### config.mk
export PLATFORM = sky130hd
export DESIGN_NAME = coin_dispenser_flat
export DESIGN_NICKNAME = d
export VERILOG_FILES = /design/src/rtl/coin_pkg.sv /design/src/rtl/coin_dispenser_if.sv /design/src/rtl/coin_pulse_timer.sv /design/src/rtl/coin_dispenser.sv /design/src/flat_wrapper.sv
export SDC_FILE = /design/constraint.sdc
export NUM_CORES = 1
export LEC_CHECK = 0
export BUFFER_PORTS_ARGS = -buffer_cell sky130_fd_sc_hd__clkbuf_2
export CAP_MARGIN = 20
export CORE_MARGIN = 2
export CORE_UTILIZATION = 55
export CTS_CLUSTER_DIAMETER = 40
export DETAILED_ROUTE_END_ITERATION = 6
export PLACE_DENSITY = 0.78
export SYNTH_ARGS = -nofsm -noshare
export SYNTH_HDL_FRONTEND = slang
export SYNTH_HIERARCHICAL = 1
export SYNTH_SLANG_ARGS = --single-unit
### constraint.sdc
create_clock -name clk -period 3.8 [get_ports clk]
set_clock_uncertainty 0.1 [all_clocks]
set_input_delay 0.19 -clock clk [delete_from_list [all_inputs] [get_ports clk]]
set_output_delay 0.19 -clock clk [all_outputs]
set_load 0.02 [all_outputs]
### src/rtl/coin_pkg.sv
// coin_pkg: shared state, coin-select types and denominations for the coin dispenser
package coin_pkg;
  typedef enum logic [2:0] {IDLE, SELECT, PULSE, GAP, DONE} state_t;
  typedef enum logic [1:0] {NONE, C5, C2, C1} coin_t;
  localparam logic [7:0] DEN5 = 8'd5;
  localparam logic [7:0] DEN2 = 8'd2;
  localparam logic [7:0] DEN1 = 8'd1;
  function automatic logic [7:0] coin_val(coin_t c);
    return c == C5 ? DEN5 : c == C2 ? DEN2 : c == C1 ? DEN1 : 8'd0;
  endfunction
endpackage

### src/rtl/coin_dispenser_if.sv
// coin_dispenser_if: change request, hopper and status signals between controller and dispenser
interface coin_dispenser_if #(parameter int AMT_W = 8);
  logic req_valid, req_ready;
  logic [AMT_W-1:0] req_amount, short_amt;
  logic empty5, empty2, empty1;
  logic eject5, eject2, eject1;
  logic busy, done;
  modport master(output req_valid, req_amount, empty5, empty2, empty1,
                 input req_ready, eject5, eject2, eject1, busy, done, short_amt);
  modport slave(input req_valid, req_amount, empty5, empty2, empty1,
                output req_ready, eject5, eject2, eject1, busy, done, short_amt);
endinterface

### src/rtl/coin_pulse_timer.sv
// coin_pulse_timer: loadable down-counter, expire marks the last cycle of a loaded interval
module coin_pulse_timer #(parameter int W = 3) (
  input  logic         clk,
  input  logic         reset,
  input  logic         load,
  input  logic [W-1:0] load_val,
  output logic         expire
);
  logic [W-1:0] cnt;
  always_ff @(posedge clk or negedge reset)
    if (!reset) cnt <= '0;
    else cnt <= load ? load_val : cnt != '0 ? cnt - W'(1) : cnt;
  assign expire = cnt == W'(1);
endmodule

### src/rtl/coin_dispenser.sv
// coin_dispenser: greedy 5/2/1 change payout sequencer; COIN_DISPENSER_COUNT_EN adds per-coin counters
module coin_dispenser import coin_pkg::*; #(
  parameter int AMT_W     = 8,
  parameter int PULSE_CYC = 4,
  parameter int GAP_CYC   = 4
) (
  input  logic clk,
  input  logic reset,
  coin_dispenser_if.slave bus
`ifdef COIN_DISPENSER_COUNT_EN
  ,
  output logic [7:0] cnt5,
  output logic [7:0] cnt2,
  output logic [7:0] cnt1
`endif
);
  localparam int MAXC = PULSE_CYC > GAP_CYC ? PULSE_CYC : GAP_CYC;
  localparam int CW = $clog2(MAXC + 1);
  state_t state, next;
  coin_t coin, coin_nx, pick;
  logic [AMT_W-1:0] remaining, rem_nx;
  logic load, expire;
  logic [CW-1:0] load_val;
  coin_pulse_timer #(.W(CW)) u_timer (
    .clk(clk), .reset(reset), .load(load), .load_val(load_val), .expire(expire)
  );
  always_comb
    pick = remaining >= AMT_W'(DEN5) && !bus.empty5 ? C5 :
           remaining >= AMT_W'(DEN2) && !bus.empty2 ? C2 :
           remaining >= AMT_W'(DEN1) && !bus.empty1 ? C1 : NONE;
  always_comb begin
    next = state;
    coin_nx = coin;
    rem_nx = remaining;
    load = 1'b0;
    load_val = CW'(PULSE_CYC);
    case (state)
      IDLE: if (bus.req_valid) begin
        next = SELECT;
        rem_nx = bus.req_amount;
      end
      SELECT: begin
        coin_nx = pick;
        next = pick == NONE ? DONE : PULSE;
        load = pick != NONE;
        rem_nx = remaining - AMT_W'(coin_val(pick));
      end
      PULSE: if (expire) begin
        next = GAP;
        load = 1'b1;
        load_val = CW'(GAP_CYC);
      end
      GAP: next = expire ? SELECT : GAP;
      DONE: next = IDLE;
      default: next = IDLE;
    endcase
  end
  // outputs are registered from the next-state decode so they line up with the state
  always_ff @(posedge clk or negedge reset)
    if (!reset) begin
      state <= IDLE;
      coin <= NONE;
      remaining <= '0;
      bus.eject5 <= 1'b0;
      bus.eject2 <= 1'b0;
      bus.eject1 <= 1'b0;
      bus.busy <= 1'b0;
      bus.done <= 1'b0;
      bus.req_ready <= 1'b1;
      bus.short_amt <= '0;
    end else begin
      state <= next;
      coin <= coin_nx;
      remaining <= rem_nx;
      bus.eject5 <= next == PULSE && coin_nx == C5;
      bus.eject2 <= next == PULSE && coin_nx == C2;
      bus.eject1 <= next == PULSE && coin_nx == C1;
      bus.busy <= next != IDLE;
      bus.done <= next == DONE;
      bus.req_ready <= next == IDLE;
      bus.short_amt <= next == DONE ? remaining :
                       state == IDLE && bus.req_valid ? '0 : bus.short_amt;
    end
`ifdef COIN_DISPENSER_COUNT_EN
  always_ff @(posedge clk or negedge reset)
    if (!reset) begin
      cnt5 <= '0;
      cnt2 <= '0;
      cnt1 <= '0;
    end else if (state == SELECT) begin
      cnt5 <= cnt5 + {7'd0, pick == C5 && cnt5 != 8'hff};
      cnt2 <= cnt2 + {7'd0, pick == C2 && cnt2 != 8'hff};
      cnt1 <= cnt1 + {7'd0, pick == C1 && cnt1 != 8'hff};
    end
`endif
endmodule

### src/flat_wrapper.sv
// flat-port wrapper written by rule: the top's interface ports become plain ports
module coin_dispenser_flat import coin_pkg::*;
#(
  parameter int AMT_W     = 8,
  parameter int PULSE_CYC = 4,
  parameter int GAP_CYC   = 4
)
  (clk, reset, bus_req_valid, bus_req_amount, bus_empty5, bus_empty2, bus_empty1, bus_req_ready, bus_eject5, bus_eject2, bus_eject1, bus_busy, bus_done, bus_short_amt);
  coin_dispenser_if #(.AMT_W(AMT_W)) bus_i ();
  input  logic clk;
  input  logic reset;
  input wire logic [$bits(bus_i.req_valid)-1:0] bus_req_valid;
  input wire logic [$bits(bus_i.req_amount)-1:0] bus_req_amount;
  input wire logic [$bits(bus_i.empty5)-1:0] bus_empty5;
  input wire logic [$bits(bus_i.empty2)-1:0] bus_empty2;
  input wire logic [$bits(bus_i.empty1)-1:0] bus_empty1;
  output wire logic [$bits(bus_i.req_ready)-1:0] bus_req_ready;
  output wire logic [$bits(bus_i.eject5)-1:0] bus_eject5;
  output wire logic [$bits(bus_i.eject2)-1:0] bus_eject2;
  output wire logic [$bits(bus_i.eject1)-1:0] bus_eject1;
  output wire logic [$bits(bus_i.busy)-1:0] bus_busy;
  output wire logic [$bits(bus_i.done)-1:0] bus_done;
  output wire logic [$bits(bus_i.short_amt)-1:0] bus_short_amt;
  assign bus_i.req_valid = bus_req_valid;
  assign bus_i.req_amount = bus_req_amount;
  assign bus_i.empty5 = bus_empty5;
  assign bus_i.empty2 = bus_empty2;
  assign bus_i.empty1 = bus_empty1;
  assign bus_req_ready = bus_i.req_ready;
  assign bus_eject5 = bus_i.eject5;
  assign bus_eject2 = bus_i.eject2;
  assign bus_eject1 = bus_i.eject1;
  assign bus_busy = bus_i.busy;
  assign bus_done = bus_i.done;
  assign bus_short_amt = bus_i.short_amt;
  coin_dispenser #(.AMT_W(AMT_W), .PULSE_CYC(PULSE_CYC), .GAP_CYC(GAP_CYC)) u_core (.clk(clk), .reset(reset), .bus(bus_i));
endmodule
==> impl_metrics.tcl <==
set metrics [dict create \
    status "completed" \
    antenna_cells 0 \
    initial_utilization 0.566 \
    fillerInstances 253 \
    reg2regPathDepth 12 \
    synth-seq-area-share 0.442 \
    finalSetupTns_ps 0 \
    crit_type "reg2reg" \
    final-max-slew-violation-count 0 \
    cts.sinks 30 \
    area_growth_pct 12.5 \
    crit_slowest_cell "sky130_fd_sc_hd__or4_4" \
    wire_per_inst_um 14.6 \
    post_cts.repair.setup_buffers 0 \
    synth_top_flop_cell "sky130_fd_sc_hd__dfrtp_1" \
    cts_made_buffers 5 \
    seq_area_um2 752 \
    yosysWarnings 6 \
    post_synth_fa_ha_maj_area_fraction 0.0559 \
    startpoint_type "register" \
    max_slew_margin 0.505 \
    dieArea_um2 3550 \
    grt_pass1_vias 1316 \
    timing.final.crit_period_ps 3470 \
    finalCritPeriodShare 0.913 \
    synth_xor_xnor_area_share 0.00515 \
    placed_cells 232 \
    cts_root_buf "sky130_fd_sc_hd__clkbuf_4" \
    multiInputGateArea_um2 861 \
    worst-endpoint-arrival_ps 3580 \
    timing.critical_path.max_delay_family "simple AND/OR/NAND/NOR gates" \
    power.density_nw_per_um2 763 \
    netlist_area_um2 1700 \
    timing.critical_path.to_type "register" \
    maxCapViolCount 0 \
    number_of_antenna_violations_at_the_first_check_in_global_routing 0 \
    synth-edff-count 0 \
    core_area_um2 3000 \
    critical_path.most_common_cell "sky130_fd_sc_hd__o21ai_0" \
    worst-path-buf-inv 1 \
    post_synth_main_area_contributors "sky130_fd_sc_hd__dfrtp_1 43%, sky130_fd_sc_hd__nand2_1 6.4%, sky130_fd_sc_hd__ha_1 4.4%" \
    final_cell_area_um2 1910 \
    post_synth_inst_count 177 \
    grt.overflow.total 0 \
    largest_net_degree_at_the_start_of_global_routing 31 \
    clkTransAtPathRegs_ps 100 \
    max_stage_delay_ps 600 \
    critical_path.max_fanout 7 \
    rsz0062_at_grt "no" \
    postRouteAntennaNets 0 \
    worst_ir_drop_vdd_mv 0.504 \
    drc_errors 0 \
    clock_tree.htree_level_count 2 \
    initialDrtViolationCount 89 \
    yosysUniqueCellTypes 51 \
    setup_viol 0 \
    cp_num_cells 12 \
    min_path_cells 3 \
    buffer_ports.inserted 27 \
    crit_chain "or4_4, nor4_2, mux2i_1, or2_1, ha_1, inv_1, fa_1, a211oi_1, nor3b_1, o21ai_0, nand2_1, o21ai_0" \
    hold_viol_final 0 \
    syn_avg_cell_area_um2 9.61 \
    gp_congestion 0.888 \
    drive_gt1_frac 0.244 \
    seq_cells_post_synth 30 \
    yosysTopAreaCellShare 0.427 \
    synthMuxAreaShare 0.0118 \
    fp.dieH_um 59.6 \
    synth_top_family_by_area "simple AND/OR/NAND/NOR gates" \
    wl_met2_um 1680 \
    tightestPinTransition_ps 742 \
    tritoncts_clock_tree "done" \
    finish.net_count 229 \
    grt_first_pass_wirelength_um 5890 \
    compound_cell_area_share_of_the_yosys_netlist 0.203 \
    postLayoutSetupSlackWorst_ps 331 \
    firstDrtPassIters 4 \
    insertion_delay_ps 330 \
    static_leakage_uw 0.000884 \
    post_route_insts_no_fill 242 \
    wirelength_um 3540 \
    floorplan.die.width_um 59.6 \
    detailroute.wirelength.met3_um 183 \
    dr_total_vias 1417 \
    postPlaceCellArea_um2 1830 \
    final_cell_mix "29 x sky130_fd_sc_hd__nand2_1, 29 x sky130_fd_sc_hd__dfrtp_1, 27 x sky130_fd_sc_hd__clkbuf_2" \
    detail_route.wirelength.met1_um 1550 \
    synth_simple_gate_area_frac 0.224 \
    io_pins 28 \
    placement.setup.worst_slack_ps 384 \
    final_hold_slack_ps 62.9 \
    core.rowCount 20 \
    vias_per_cell 5.86 \
    highest_clock_rate_mhz 288 \
    post-dp-hpwl_um 2630 \
    highest-signal-layer "met4" \
    ys_async_sr_fraction 1.00 \
    grtUsageTotal 0.229 \
    maximum_buffer_depth_of_the_clock_tree 2 \
    holdCritPathClass "in2reg" \
    cp.required_ps 3910 \
    synth_top_cell_by_area "sky130_fd_sc_hd__dfrtp_1" \
]
[cell usage after synthesis, drive strengths merged, types with 2 or more instances]
| cell type | count |
|---|---|
| dfrtp | 29 |
| nand2 | 29 |
| o21ai | 20 |
| inv | 12 |
| a21oi | 7 |
| ha | 6 |
| nor2 | 6 |
| nor2b | 6 |
| nor3 | 5 |
| a31oi | 4 |
| clkbuf | 4 |
| and2 | 3 |
| or3b | 3 |
| a311oi | 2 |
| and4 | 2 |
| buf | 2 |
| conb | 2 |
| mux2i | 2 |
| nand2b | 2 |
| nand3 | 2 |
| nand3b | 2 |
| nor3b | 2 |
| nor4b | 2 |
| o22ai | 2 |
[sequential cells by signal, summed over array words and instances (netlist names)]
signal                cells
u_core/remaining          8
u_core/bus.eject5         1
u_core/bus.eject2         1
u_core/coin               2
u_core/state              3
u_core/bus.req_ready      1
u_core/bus.short_amt      8
u_core/bus.busy           1
u_core/bus.eject1         1
u_core/u_timer/cnt        3
u_core/bus.done           1
[stage by stage]
stage / util / total power (µW)
floorplan: - / 1080
global placement: 0.611 / 1230
finish: 0.637 / 1460
global route: 0.637 / 1590
CTS: 0.637 / 1460
detailed placement: 0.611 / 1260
[metal layers]
metal  GRT usage  up-vias
met2       0.374       39
li1            -      688
met4       0.117        0
met5           0        -
met3      0.0699       14
met1       0.273      676
[repair_timing]
action                                 CTS  global route
endpoints found under the hold margin   30             0
gates resized for setup                  0             0
hold buffers                             2             0
[path summary, 6_finish.rpt]
| check | from | to | slack (ps) |
|---|---|---|---|
| hold / removal | bus_req_amount[5] | u_core/remaining[5]$_DFFE_PN0P_ | 60 |
| setup / recovery | u_core/remaining[3]$_DFFE_PN0P_ | u_core/remaining[6]$_DFFE_PN0P_ | 330 |
| setup reg to reg | u_core/remaining[3]$_DFFE_PN0P_ | u_core/remaining[6]$_DFFE_PN0P_ | 330 |
| max in group asynchronous | reset | u_core/bus.done$_DFF_PN0_ | 2780 |
| hold reg to reg | u_core/bus.short_amt[1]$_DFFE_PN0P_ | u_core/bus.short_amt[1]$_DFFE_PN0P_ | 430 |
| min in group asynchronous | reset | u_core/remaining[6]$_DFFE_PN0P_ | 340 |
[power by group]
part	switching, µW	leakage (µW)	internal [µW]
combinational	396	0.000475	271
clock	102	0.0000326	91.2
sequential	151	0.000376	449
[cells by family (layout without fill, tap and decap cells)]
| kind of cell | count (synthesis) | count (layout) |
|---|---|---|
| AND/OR/NAND/NOR | 70 | 70 |
| AO/OA/AOI/OAI | 47 | 47 |
| flip-flops | 30 | 30 |
| buffers and inverters | 18 | 49 |
| adder cells (fa/ha/maj) | 7 | 7 |
| other | 2 | 3 |
| multiplexers | 2 | 2 |
| XOR/XNOR | 1 | 1 |
[area by class of cell]
| class | instances | share of cell area |
|---|---|---|
| Sequential cell | 30 | 0.393 |
| Multi-Input combinational cell | 130 | 0.450 |
| Tap cell | 33 | 0.0216 |
| Clock buffer | 8 | 0.0307 |
| Timing Repair Buffer | 29 | 0.0811 |
| Inverter | 12 | 0.0235 |
[worst min-delay path, delay by kind of cell]
kind                   cells  cell delay [ps]
AO/OA/AOI/OAI              2              180
buffers and inverters      1               80
(Power assumes the default switching activity.)
